===== config.mk =====
export PLATFORM = sky130hd
export DESIGN_NAME = bf16_mul_sched
export DESIGN_NICKNAME = d
export VERILOG_FILES = /design/src/rtl/bf16_pkg.sv /design/src/rtl/bf16_mul_core.sv /design/src/rtl/bf16_mul_sched.sv
export SDC_FILE = /design/constraint.sdc
export NUM_CORES = 1
export LEC_CHECK = 0
export BUFFER_PORTS_ARGS = -buffer_cell sky130_fd_sc_hd__buf_2
export CORE_MARGIN = 3
export CORE_UTILIZATION = 59
export CTS_CLUSTER_DIAMETER = 200
export CTS_CLUSTER_SIZE = 20
export DETAILED_ROUTE_END_ITERATION = 12
export GPL_TIMING_DRIVEN = 0
export PLACE_DENSITY_LB_ADDON = 0.12
export SLEW_MARGIN = 20
export SYNTH_ARGS = -nofsm -noshare
export SYNTH_HDL_FRONTEND = slang
export SYNTH_SLANG_ARGS = --single-unit

===== constraint.sdc =====
create_clock -name clk -period 15.7 [get_ports clk]
set_clock_uncertainty 0.2 [all_clocks]
set_input_delay 0 -clock clk [delete_from_list [all_inputs] [get_ports clk]]
set_output_delay 0 -clock clk [all_outputs]
set_load 0.005 [all_outputs]

===== src/rtl/bf16_pkg.sv =====
// Shared bfloat16 field widths, constants and packing helpers for the
// multiplier scheduler and its arithmetic core.
package bf16_pkg;

   localparam int BF16_W = 16;
   localparam int EXP_W  = 8;
   localparam int MAN_W  = 7;
   localparam int BIAS   = 127;

   localparam logic [EXP_W-1:0]  EXP_MAX  = 8'hFF;
   localparam logic [BF16_W-1:0] POS_ZERO = 16'h0000;

   typedef struct packed {
      logic             sign;
      logic [EXP_W-1:0] exp;
      logic [MAN_W-1:0] man;
   } bf16_t;

   function automatic logic [BF16_W-1:0] bf16_zero(input logic sign);
      return {sign, POS_ZERO[BF16_W-2:0]};
   endfunction

   function automatic logic [BF16_W-1:0] bf16_inf(input logic sign);
      return {sign, EXP_MAX, {MAN_W{1'b0}}};
   endfunction

   // Returns {normalise_carry, truncated 7-bit mantissa} from the 8x8 significand product.
   function automatic logic [MAN_W:0] mant_norm(input logic [2*(MAN_W+1)-1:0] prod);
      logic [MAN_W-1:0] man;
      man = prod[15] ? prod[14:8] : prod[13:7];
      return {prod[15], man};
   endfunction

endpackage


===== src/rtl/bf16_mul_core.sv =====
// Combinational bfloat16 multiplier: truncating, no NaN/inf special cases,
// flush-to-zero on zero exponent and underflow, saturate to inf on overflow.
module bf16_mul_core
   import bf16_pkg::*;
(
   input  logic [BF16_W-1:0] i_a,
   input  logic [BF16_W-1:0] i_b,
   output logic [BF16_W-1:0] o_p
);

   localparam logic signed [9:0] W_BIAS = 10'(BIAS);

   bf16_t                   w_a;
   bf16_t                   w_b;
   logic                    w_sign;
   logic [15:0]             w_mprod;
   logic [MAN_W:0]          w_mnorm;
   logic signed [9:0]       w_exp;

   assign w_a     = i_a;
   assign w_b     = i_b;
   assign w_sign  = w_a.sign ^ w_b.sign;
   assign w_mprod = {8'd0, 1'b1, w_a.man} * {8'd0, 1'b1, w_b.man};
   assign w_mnorm = mant_norm(w_mprod);
   assign w_exp   = $signed({2'b00, w_a.exp}) + $signed({2'b00, w_b.exp})
                    - W_BIAS + $signed({9'd0, w_mnorm[MAN_W]});

   // Result select: zero operands first, then exponent range checks.
   always_comb begin
      o_p = POS_ZERO;
      if ((w_a.exp == 8'd0) || (w_b.exp == 8'd0)) begin
         o_p = bf16_zero(w_sign);
      end else if (w_exp >= 10'sd255) begin
         o_p = bf16_inf(w_sign);
      end else if (w_exp <= 10'sd0) begin
         o_p = bf16_zero(w_sign);
      end else begin
         o_p = {w_sign, w_exp[7:0], w_mnorm[MAN_W-1:0]};
      end
   end

endmodule


===== src/rtl/bf16_mul_sched.sv =====
// Round-robin front end sharing one bfloat16 multiplier core among N_REQ
// requesters through an operand stage (S1) and a result stage (S2).
module bf16_mul_sched
   import bf16_pkg::*;
#(
   parameter int N_REQ = 4,
   parameter int N_BIT = 16,
   parameter int ID_W  = 2
) (
   input  logic                   clk,
   input  logic                   rst_n,
   input  logic [N_REQ-1:0]       req_valid,
   output logic [N_REQ-1:0]       req_ready,
   input  logic [N_REQ*N_BIT-1:0] req_a,
   input  logic [N_REQ*N_BIT-1:0] req_b,
   output logic                   resp_valid,
   input  logic                   resp_ready,
   output logic [N_BIT-1:0]       resp_data,
   output logic [ID_W-1:0]        resp_id,
   output logic                   busy
);

   logic              r_s1_v;
   logic [N_BIT-1:0]  r_s1_a;
   logic [N_BIT-1:0]  r_s1_b;
   logic [ID_W-1:0]   r_s1_id;
   logic              r_s2_v;
   logic [N_BIT-1:0]  r_s2_data;
   logic [ID_W-1:0]   r_s2_id;
   logic [ID_W-1:0]   r_rr_ptr;

   logic              w_s2_adv;
   logic              w_s1_adv;
   logic [ID_W:0]     w_pick;
   logic              w_grant_v;
   logic [ID_W-1:0]   w_grant_id;
   logic [ID_W-1:0]   w_ptr_next;
   logic [N_BIT-1:0]  w_core_p;

   // First valid index scanning upward from ptr with wrap; returns {found, index}.
   function automatic logic [ID_W:0] rr_pick(input logic [N_REQ-1:0] valid,
                                             input logic [ID_W-1:0]  ptr);
      logic              found;
      logic [ID_W-1:0]   id;
      logic [ID_W:0]     idx;
      logic              hit;
      found = 1'b0;
      id    = {ID_W{1'b0}};
      for (int k = 0; k < N_REQ; k++) begin
         idx = {1'b0, ptr} + (ID_W+1)'(k);
         idx = (idx >= (ID_W+1)'(N_REQ)) ? idx - (ID_W+1)'(N_REQ) : idx;
         hit = !found && valid[idx[ID_W-1:0]];
         id    = hit ? idx[ID_W-1:0] : id;
         found = found | hit;
      end
      return {found, id};
   endfunction

   assign w_s2_adv = !r_s2_v || resp_ready;
   assign w_s1_adv = !r_s1_v || w_s2_adv;
   assign w_pick   = rr_pick(req_valid, r_rr_ptr);

   // Grant gated by rst_n so req_ready drops the moment reset asserts.
   assign w_grant_v  = rst_n && w_s1_adv && w_pick[ID_W];
   assign w_grant_id = w_pick[ID_W-1:0];
   assign w_ptr_next = (w_grant_id == ID_W'(N_REQ-1)) ? {ID_W{1'b0}} : w_grant_id + ID_W'(1);

   // One-hot ready toward the winning requester only.
   always_comb begin
      req_ready = {N_REQ{1'b0}};
      if (w_grant_v) begin
         req_ready[w_grant_id] = 1'b1;
      end else begin
         req_ready = {N_REQ{1'b0}};
      end
   end

   bf16_mul_core u_core (
      .i_a (r_s1_a),
      .i_b (r_s1_b),
      .o_p (w_core_p)
   );

   // Operand stage and round-robin pointer.
   always_ff @(posedge clk or negedge rst_n) begin
      if (!rst_n) begin
         r_s1_v   <= 1'b0;
         r_s1_a   <= {N_BIT{1'b0}};
         r_s1_b   <= {N_BIT{1'b0}};
         r_s1_id  <= {ID_W{1'b0}};
         r_rr_ptr <= {ID_W{1'b0}};
      end else if (w_s1_adv) begin
         r_s1_v <= w_grant_v;
         if (w_grant_v) begin
            r_s1_a   <= req_a[w_grant_id*N_BIT +: N_BIT];
            r_s1_b   <= req_b[w_grant_id*N_BIT +: N_BIT];
            r_s1_id  <= w_grant_id;
            r_rr_ptr <= w_ptr_next;
         end
      end
   end

   // Result stage: loads from S1 when it advances, drains when consumed and S1 is empty.
   always_ff @(posedge clk or negedge rst_n) begin
      if (!rst_n) begin
         r_s2_v    <= 1'b0;
         r_s2_data <= {N_BIT{1'b0}};
         r_s2_id   <= {ID_W{1'b0}};
      end else if (w_s1_adv && r_s1_v) begin
         r_s2_v    <= 1'b1;
         r_s2_data <= w_core_p;
         r_s2_id   <= r_s1_id;
      end else if (w_s2_adv) begin
         r_s2_v <= 1'b0;
      end
   end

   assign resp_valid = r_s2_v;
   assign resp_data  = r_s2_data;
   assign resp_id    = r_s2_id;
   assign busy       = r_s1_v || r_s2_v;

endmodule


==> results of run 1 <==
==> cell families (layout without fill, tap and decap cells) <==
family,Yosys count,count (layout),synth area share
AOI/OAI and AO/OA,149,149,0.173
adders and majority gates,82,82,0.219
DFF,56,56,0.236
xor gates and xnor gates,14,14,0.0207
and+or+nand+nor,362,362,0.269
muxes,8,8,0.0144
buffers and inverters,105,365,0.0680
==> through the flow <==
step                cell area, um^2  instances
floorplan                      5930        776
global placement               6880       1063
detailed placement             6880       1063
CTS                            7930       1165
global route                   7930       1165
finish                         7930       1165
==> path summary, 6_finish.rpt <==
path,start,end,slack [ns],cells after the start
setup / recovery,r_s1_b[4],resp_data[4],8.54,26
hold / removal,req_a[52],r_s1_a[4],0.02,5
setup reg to reg,r_s1_b[4],resp_data[4],8.54,26
hold reg to reg,resp_data[5],resp_data[5],0.29,2
max in group asynchronous,rst_n,r_s1_b[0],14.75,2
min in group asynchronous,rst_n,resp_data[8],0.07,2
==> Yosys cell counts (all sizes together), types with 8 or more instances <==
master    n  area (um^2)
a21o      9         67.6
a21oi    15         78.8
and2     35          221
clkbuf   27          101
dfrtp    56         1400
fa       36          721
ha       46          576
inv      72          270
nand2   131          492
nand3    38          195
nor2    124          465
o21a      8         60.1
o21ai    82          414
xnor2     8         70.1
==> metal layers <==
metal / track usage / up-vias / routed length, um
met3: 0.0413 / 79 / 1310
met4: 0.151 / 0 / 832
met2: 0.620 / 404 / 9440
met5: 0 / - / 0
met1: 0.401 / 3125 / 7360
li1: - / 3082 / -
==> worst min-delay path, cell delays in order <==
cell,delay (ns)
buf_2,0.10
nor2_1,0.09
nor2_1,0.07
o21ai_0,0.17
o21ai_0,0.08
==> final cells by class <==
| cell class | instances | area (um^2) |
|---|---|---|
| Multi-Input combinational cell | 615 | 4120 |
| Timing Repair Buffer | 252 | 1730 |
| Fill cell | 580 | 1580 |
| Sequential cell | 56 | 1400 |
| Inverter | 72 | 270 |
| Tap cell | 129 | 161 |
| Buffer | 33 | 133 |
| Clock buffer | 6 | 82.6 |
| Clock inverter | 2 | 18.8 |
==> flip-flops by register name, indices dropped and copies added (netlist names) <==
signal and cells:
resp_id 2, r_s1_b 16, resp_data 16, r_rr_ptr 2, r_s1_id 2, r_s1_a 16
resp_valid 1, r_s1_v 1
==> what timing repair did <==
| action | 4_1_cts | 5_1_grt |
|---|---|---|
| setup endpoints to repair | 0 | 0 |
| hold buffers | 94 | 0 |
| endpoints found under the hold margin | 90 | 0 |
==> results.json, run 1 <==
{
  "status": "complete, no violations",
  "start_util": 0.624,
  "final_core_utilization": 0.834,
  "ys_seq_area_frac": 0.236,
  "cts_max_level": 2,
  "cp_num_buf_inv": 6,
  "finalWorstSetupSlack_ns": 8.54,
  "routedWlPerCell_um": 16.3,
  "end_kind": "register",
  "tns_ns": 0,
  "path_delay_family": "adder cells",
  "cts.sinks": 56,
  "grt_setup_unrepaired": "false",
  "setup_viol": 0,
  "gp_congestion": 0.939,
  "clkLatencyLatePin_ns": 0.33,
  "synth_cell_types": 60,
  "final_cell_mix": "158 x buf_2, 131 x nand2_1, 124 x nor2_1, 94 x dlygate4sd3_1, 73 x o21ai_0",
  "io_pins": 159,
  "fin_crit_sh": 0.456,
  "drt.antenna.violating_nets": 0,
  "drtIter0Drc": 492,
  "synthCells": 776,
  "port_buffers": 158,
  "critPathMaxStageDelay_ns": 0.54,
  "antenna_found_initial": 0,
  "clkTransAtPathRegs_ns": 0.11,
  "fmax_ghz": 0.140,
  "relSlewSlack": 0.514,
  "cts-resized-gates": 0,
  "fp.dieW_um": 106,
  "ys_ff_latch": 56,
  "n_antenna_cell": 0,
  "track_usage": 0.341,
  "min_period_ns": 7.16,
  "dp_slack_ns": 8.59,
  "vias_per_cell": 5.74,
  "crit_top_cell": "inv_1",
  "async_flop_share": 1.00,
  "critical_path_class": "register to register",
  "clock_path_buffers": 2,
  "drive_gt1_frac": 0.186,
  "clock-root-buffer": "clkbuf_8",
  "hpwl_um": 13900,
  "rows": 35,
  "syn-mean-instance-area_um2": 7.64,
  "drc": 0,
  "hold_path.class": "input port to register",
  "critPathLaunchType": "register",
  "vias": 6690,
  "cp.arrival_ns": 7.18,
  "cts_setup_buffers": 0,
  "holdWs_ns": 0.0219,
  "worst_path_max_delay_cell": "fa_1",
  "die_area_mm2": 0.0113,
  "drv_cap": 0,
  "cts_made_buffers": 5,
  "cts_tree": "yes",
  "hold_violations": 0,
  "core-area_mm2": 0.00950,
  "wirelength_um": 18900,
  "grt_pass1_wl_um": 31400,
  "grt_max_degree": 59,
  "grt_pass1_vias": 6813,
  "dr.pass1.iters": 6,
  "finalMaxSlewViolations": 0,
  "syn_nets": 993,
  "syn_to_final_growth_pct": 33.7,
  "fin_nets": 1252,
  "overflow": 0,
  "die_h_um": 106,
  "crit_required_ns": 15.72,
  "synth-edff-count": 0,
  "final_common_cell": "buf_2",
  "synth_top_flop_cell": "dfrtp_1",
  "worst_pin_slew_ns": 0.729,
  "crit_fanout": 10,
  "synth.cell_area_mm2": 0.00593,
  "synth-warning-count": 0
}
Power of run 1 is not shown: default switching activity piles up to over one toggle a cycle in this logic, so the estimate is an artifact.
==> run 2: changes to the inputs <==
CORE_UTILIZATION = 55   (was 59)
clock period = 7.4 ns   (was 15.7 ns; I/O delays follow)
==> run 2 against run 1 <==
Compared with the run above:
- via count shrank 4.0%
- register-to-register slack lost 8.2 ns
- sequential cell count is the same
- first-iteration DRC count shrank 20%
- count of clock-buffer cells in the layout is the same
- fmax grew 1.1%
- setup slack lost 8.2 ns
- design area grew 0.49%
- final cell count grew 0.60%
- die area grew 6.9%
- routed wire length shrank 5.1%
- critical path depth grew 1
==> results.json, run 2 (same netlist as run 1, synthesis figures left out) <==
{
  "status": "complete, no violations",
  "cts_max_level": 2,
  "drtIter0Drc": 393,
  "grt_pass1_wl_um": 29500,
  "clock_path_buffers": 2,
  "wirelength_um": 18000,
  "cp.arrival_ns": 7.08,
  "rows": 37,
  "relSlewSlack": 0.516,
  "track_usage": 0.305,
  "drv_cap": 0,
  "finalMaxSlewViolations": 0,
  "drc": 0,
  "end_kind": "register",
  "drive_gt1_frac": 0.187,
  "start_util": 0.569,
  "final_cell_mix": "158 x buf_2, 131 x nand2_1, 124 x nor2_1, 94 x dlygate4sd3_1, 73 x o21ai_0",
  "antenna_found_initial": 0,
  "regArea_mm2": 0.00140,
  "critPathLaunchType": "register",
  "n_antenna_cell": 0,
  "hold_path.class": "input port to register",
  "core-area_mm2": 0.0104,
  "clkLatencyLatePin_ns": 0.32,
  "cts.sinks": 56,
  "clock-root-buffer": "clkbuf_8",
  "dr.pass1.iters": 7,
  "fp.dieW_um": 110,
  "die_h_um": 110,
  "overflow": 0,
  "drt.antenna.violating_nets": 0,
  "vias": 6424,
  "tns_ns": 0,
  "critical_path_class": "register to register",
  "final_common_cell": "buf_2",
  "cts_tree": "yes",
  "fmax_ghz": 0.141,
  "holdWs_ns": 0.0126,
  "fin_crit_sh": 0.957,
  "clkTransAtPathRegs_ns": 0.10,
  "vias_per_cell": 5.48,
  "critPathMaxStageDelay_ns": 0.53,
  "hold_violations": 0,
  "setup_viol": 0,
  "worst_path_max_delay_cell": "fa_1",
  "final_core_utilization": 0.765,
  "gp_congestion": 0.878,
  "port_buffers": 158,
  "min_period_ns": 7.08,
  "multiInputGateArea_mm2": 0.00413,
  "grt_setup_unrepaired": "false",
  "path_delay_family": "adder cells",
  "die_area_mm2": 0.0121,
  "cts_made_buffers": 5,
  "fillers": 738,
  "grt_max_degree": 59,
  "cts_setup_buffers": 0,
  "syn_to_final_growth_pct": 34.3,
  "worst_pin_slew_ns": 0.727,
  "crit_top_cell": "inv_1",
  "grt_pass1_vias": 6472,
  "routedWlPerCell_um": 15.3,
  "io_pins": 159,
  "crit_fanout": 10,
  "hpwl_um": 13300,
  "fin_nets": 1252,
  "cp_num_buf_inv": 7,
  "crit_required_ns": 7.40
}
-- run 2: changes by cell type in the layout (fill, tap and decap cells not counted), sizes merged --
cell,change
bufinv,+1
clkinv,+1
clkinvlp,-1
inv,-1
-- run 2: layout make-up --
type                            count  area share
Multi-Input combinational cell    615       0.519
Timing Repair Buffer              252       0.218
Sequential cell                    56       0.176
Inverter                           72      0.0339
Tap cell                          136      0.0214
Buffer                             33      0.0167
Clock buffer                        6      0.0104
Clock inverter                      2     0.00487
-- run 2: worst paths after layout --
kind / start / endpoint / slack [ns] / cells after the start
max: r_s1_b[6] / resp_data[11] / 0.32 / 27
min: req_b[62] / r_s1_b[14] / 0.01 / 5
max reg2reg: r_s1_b[6] / resp_data[11] / 0.32 / 27
min reg2reg: resp_data[5] / resp_data[5] / 0.28 / 2
max in group asynchronous: rst_n / r_s1_b[4] / 6.39 / 2
min in group asynchronous: rst_n / resp_data[4] / 0.07 / 2
-- run 2: per-stage QoR --
step / instances / cell area, um^2 / setup slack (ns)
floorplan: 776 / 5930 / 0.899
global placement: 1070 / 6890 / 0.488
detailed placement: 1070 / 6890 / 0.334
CTS: 1172 / 7950 / 0.295
global route: 1172 / 7960 / 0.00869
finish: 1172 / 7960 / 0.321
-- run 2: repair_timing --
action,CTS,global route
hold endpoints to repair,90,0
hold buffers,94,0
endpoints found under the setup margin,0,1
gates resized for setup,0,2
-- run 2: metal layers --
layer	vias to the layer above	routed length, um	global-route usage
met4	0	441	0.0988
met5	-	0	0
met3	39	998	0.0405
li1	3073	-	-
met2	283	9320	0.556
met1	3029	7220	0.370
-- run 2: worst register-to-register path, cell delays in order (launching register included) --
cell	delay, ns
dfrtp_1	0.49
inv_1	0.16
nor2_1	0.08
fa_1	0.51
inv_1	0.06
fa_1	0.52
inv_1	0.05
fa_1	0.52
inv_1	0.05
fa_1	0.53
inv_1	0.04
ha_1	0.23
a2111oi_2	0.34
o21a_1	0.26
o32ai_4	0.16
a2111oi_4	0.42
a311oi_4	0.11
buf_6	0.19
ha_1	0.17
inv_1	0.09
ha_1	0.19
and2_1	0.20
o211ai_2	0.15
nor3_2	0.21
nand3_1	0.17
a2bb2oi_2	0.19
o31a_1	0.36
a221o_1	0.32
Power of run 2 is left out for the same reason.
==> run 3: changes to the inputs <==
BUFFER_PORTS_ARGS = default   (was -buffer_cell sky130_fd_sc_hd__buf_2)
CORE_UTILIZATION = 60   (was 55)
DONT_BUFFER_PORTS = 1   (was default)
SKIP_LAST_GASP = 1   (was default)
==> run 3 against run 2 <==
Compared with the run above:
- critical path depth down 1
- setup slack better by 0.093 ns
- critical endpoint unchanged
- global-route usage down 1.0 points
- sequential share of layout area up 1.8 points
- critical path type unchanged
- register-to-register slack better by 0.09 ns
- sequential cell count unchanged
- design area down 9.0%
- first-iteration DRC count down 39%
- via count down 9.1%
- count of clock-buffer cells in the layout down 1
==> results.json, run 3 (same netlist as run 1, synthesis figures left out) <==
{
  "status": "complete, no violations",
  "grt_pass1_wl_um": 27300,
  "grt_setup_unrepaired": "false",
  "cp.arrival_ns": 6.96,
  "io_pins": 159,
  "n_antenna_cell": 0,
  "cts.sinks": 56,
  "fin_nets": 1100,
  "relSlewSlack": 0.646,
  "die_area_mm2": 0.0111,
  "cts_max_level": 2,
  "final_cell_mix": "131 x nand2_1, 124 x nor2_1, 99 x dlygate4sd3_1, 73 x o21ai_0, 72 x inv_1",
  "tns_ns": 0,
  "grt_max_degree": 58,
  "routedWlPerCell_um": 16.1,
  "drc": 0,
  "finalWorstSetupSlack_ns": 0.413,
  "vias": 5838,
  "clkLatencyLatePin_ns": 0.30,
  "dp_slack_ns": 0.319,
  "worst_pin_slew_ns": 0.531,
  "drv_cap": 0,
  "clkTransAtPathRegs_ns": 0.11,
  "overflow": 0,
  "hpwl_um": 12300,
  "drt.antenna.violating_nets": 0,
  "core-area_mm2": 0.00942,
  "rows": 35,
  "final_common_cell": "nand2_1",
  "end_kind": "register",
  "hold_path.class": "input port to asynchronous set/reset pin",
  "finalMaxSlewViolations": 0,
  "critPathLaunchType": "register",
  "cts_tree": "yes",
  "cts_made_buffers": 5,
  "min_period_ns": 6.99,
  "path_delay_family": "adder cells",
  "cp_num_buf_inv": 6,
  "critical_path_class": "register to register",
  "gp_congestion": 0.898,
  "drtIter0Drc": 238,
  "drive_gt1_frac": 0.0442,
  "fin_crit_sh": 0.944,
  "vias_per_cell": 5.77,
  "track_usage": 0.295,
  "wirelength_um": 16300,
  "grt_pass1_vias": 6037,
  "crit_fanout": 10,
  "hold_violations": 0,
  "critPathMaxStageDelay_ns": 0.53,
  "die_h_um": 105,
  "worst_path_max_delay_cell": "dfrtp_1",
  "fmax_ghz": 0.143,
  "fp.dieW_um": 105,
  "clock-root-buffer": "clkbuf_8",
  "port_buffers": 0,
  "antenna_found_initial": 0,
  "syn_to_final_growth_pct": 22.3,
  "dr.pass1.iters": 5,
  "setup_viol": 0,
  "clock_path_buffers": 2,
  "crit_required_ns": 7.38,
  "start_util": 0.630,
  "crit_top_cell": "inv_1"
}
[run 3: worst paths after layout]
check / startpoint / end / slack (ns) / cells after the start
max in group asynchronous: rst_n / r_s1_b[4] / 6.72 / 2
min: rst_n / resp_data[4] / 0.006 / 2
min in group clk: req_valid[3] / r_s1_id[0] / 0.02 / 3
min reg2reg: resp_data[3] / resp_data[3] / 0.31 / 2
max: r_s1_a[4] / resp_data[11] / 0.41 / 26
max reg2reg: r_s1_a[4] / resp_data[11] / 0.41 / 26
[run 3: per-layer routing]
layer / part of all wire / global-route usage / vias up
li1: - / - / 2774
met3: 0.055 / 0.0343 / 50
met2: 0.51 / 0.525 / 262
met1: 0.40 / 0.362 / 2752
met4: 0.036 / 0.123 / 0
met5: 0 / 0 / -
[run 3: metrics by stage]
stage          instance area (um^2)  utilization  std cells  hold slack, ns
2_1_floorplan                  5930            -        776          -0.496
3_3_place_gp                   6090        0.647        905          -0.494
3_5_place_dp                   6090        0.647        905          -0.494
4_1_cts                        7240        0.769       1012          0.0180
5_1_grt                        7250        0.770       1012          0.0250
6_report                       7250        0.770       1012         0.00607
[run 3: what timing repair did]
item	4_1_cts	5_1_grt
hold buffers	100	0
hold endpoints to repair	90	0
setup buffers	0	0
setup endpoints to repair	0	6
resized for setup	0	5
[run 3: worst register-to-register path: stages (launching register included)]
cell and delay, ns:
dfrtp_1 0.53, and2_1 0.23, fa_1 0.51, inv_1 0.05
fa_1 0.48, inv_1 0.06, fa_1 0.53, inv_1 0.05
fa_1 0.53, inv_1 0.04, ha_1 0.23, a2111oi_2 0.33
o21a_1 0.26, o32ai_4 0.16, a21o_1 0.25, a311oi_4 0.35
buf_6 0.21, ha_1 0.16, inv_1 0.07, ha_1 0.23
and2_1 0.18, o211ai_2 0.13, nand4_1 0.14, mux2i_1 0.22
a2bb2oi_2 0.10, o31a_1 0.34, a221o_1 0.31
[run 3: final cells by class]
cell class | instances | area (um^2)
tap | 129 | 161
clock buffer | 5 | 68.8
clock inverter | 2 | 60.1
timing repair buffer | 100 | 1020
multi-input combinational | 615 | 4130
fill | 651 | 2170
sequential | 56 | 1410
inverter | 72 | 270
buffer | 33 | 133
Power of run 3 is left out for the same reason.
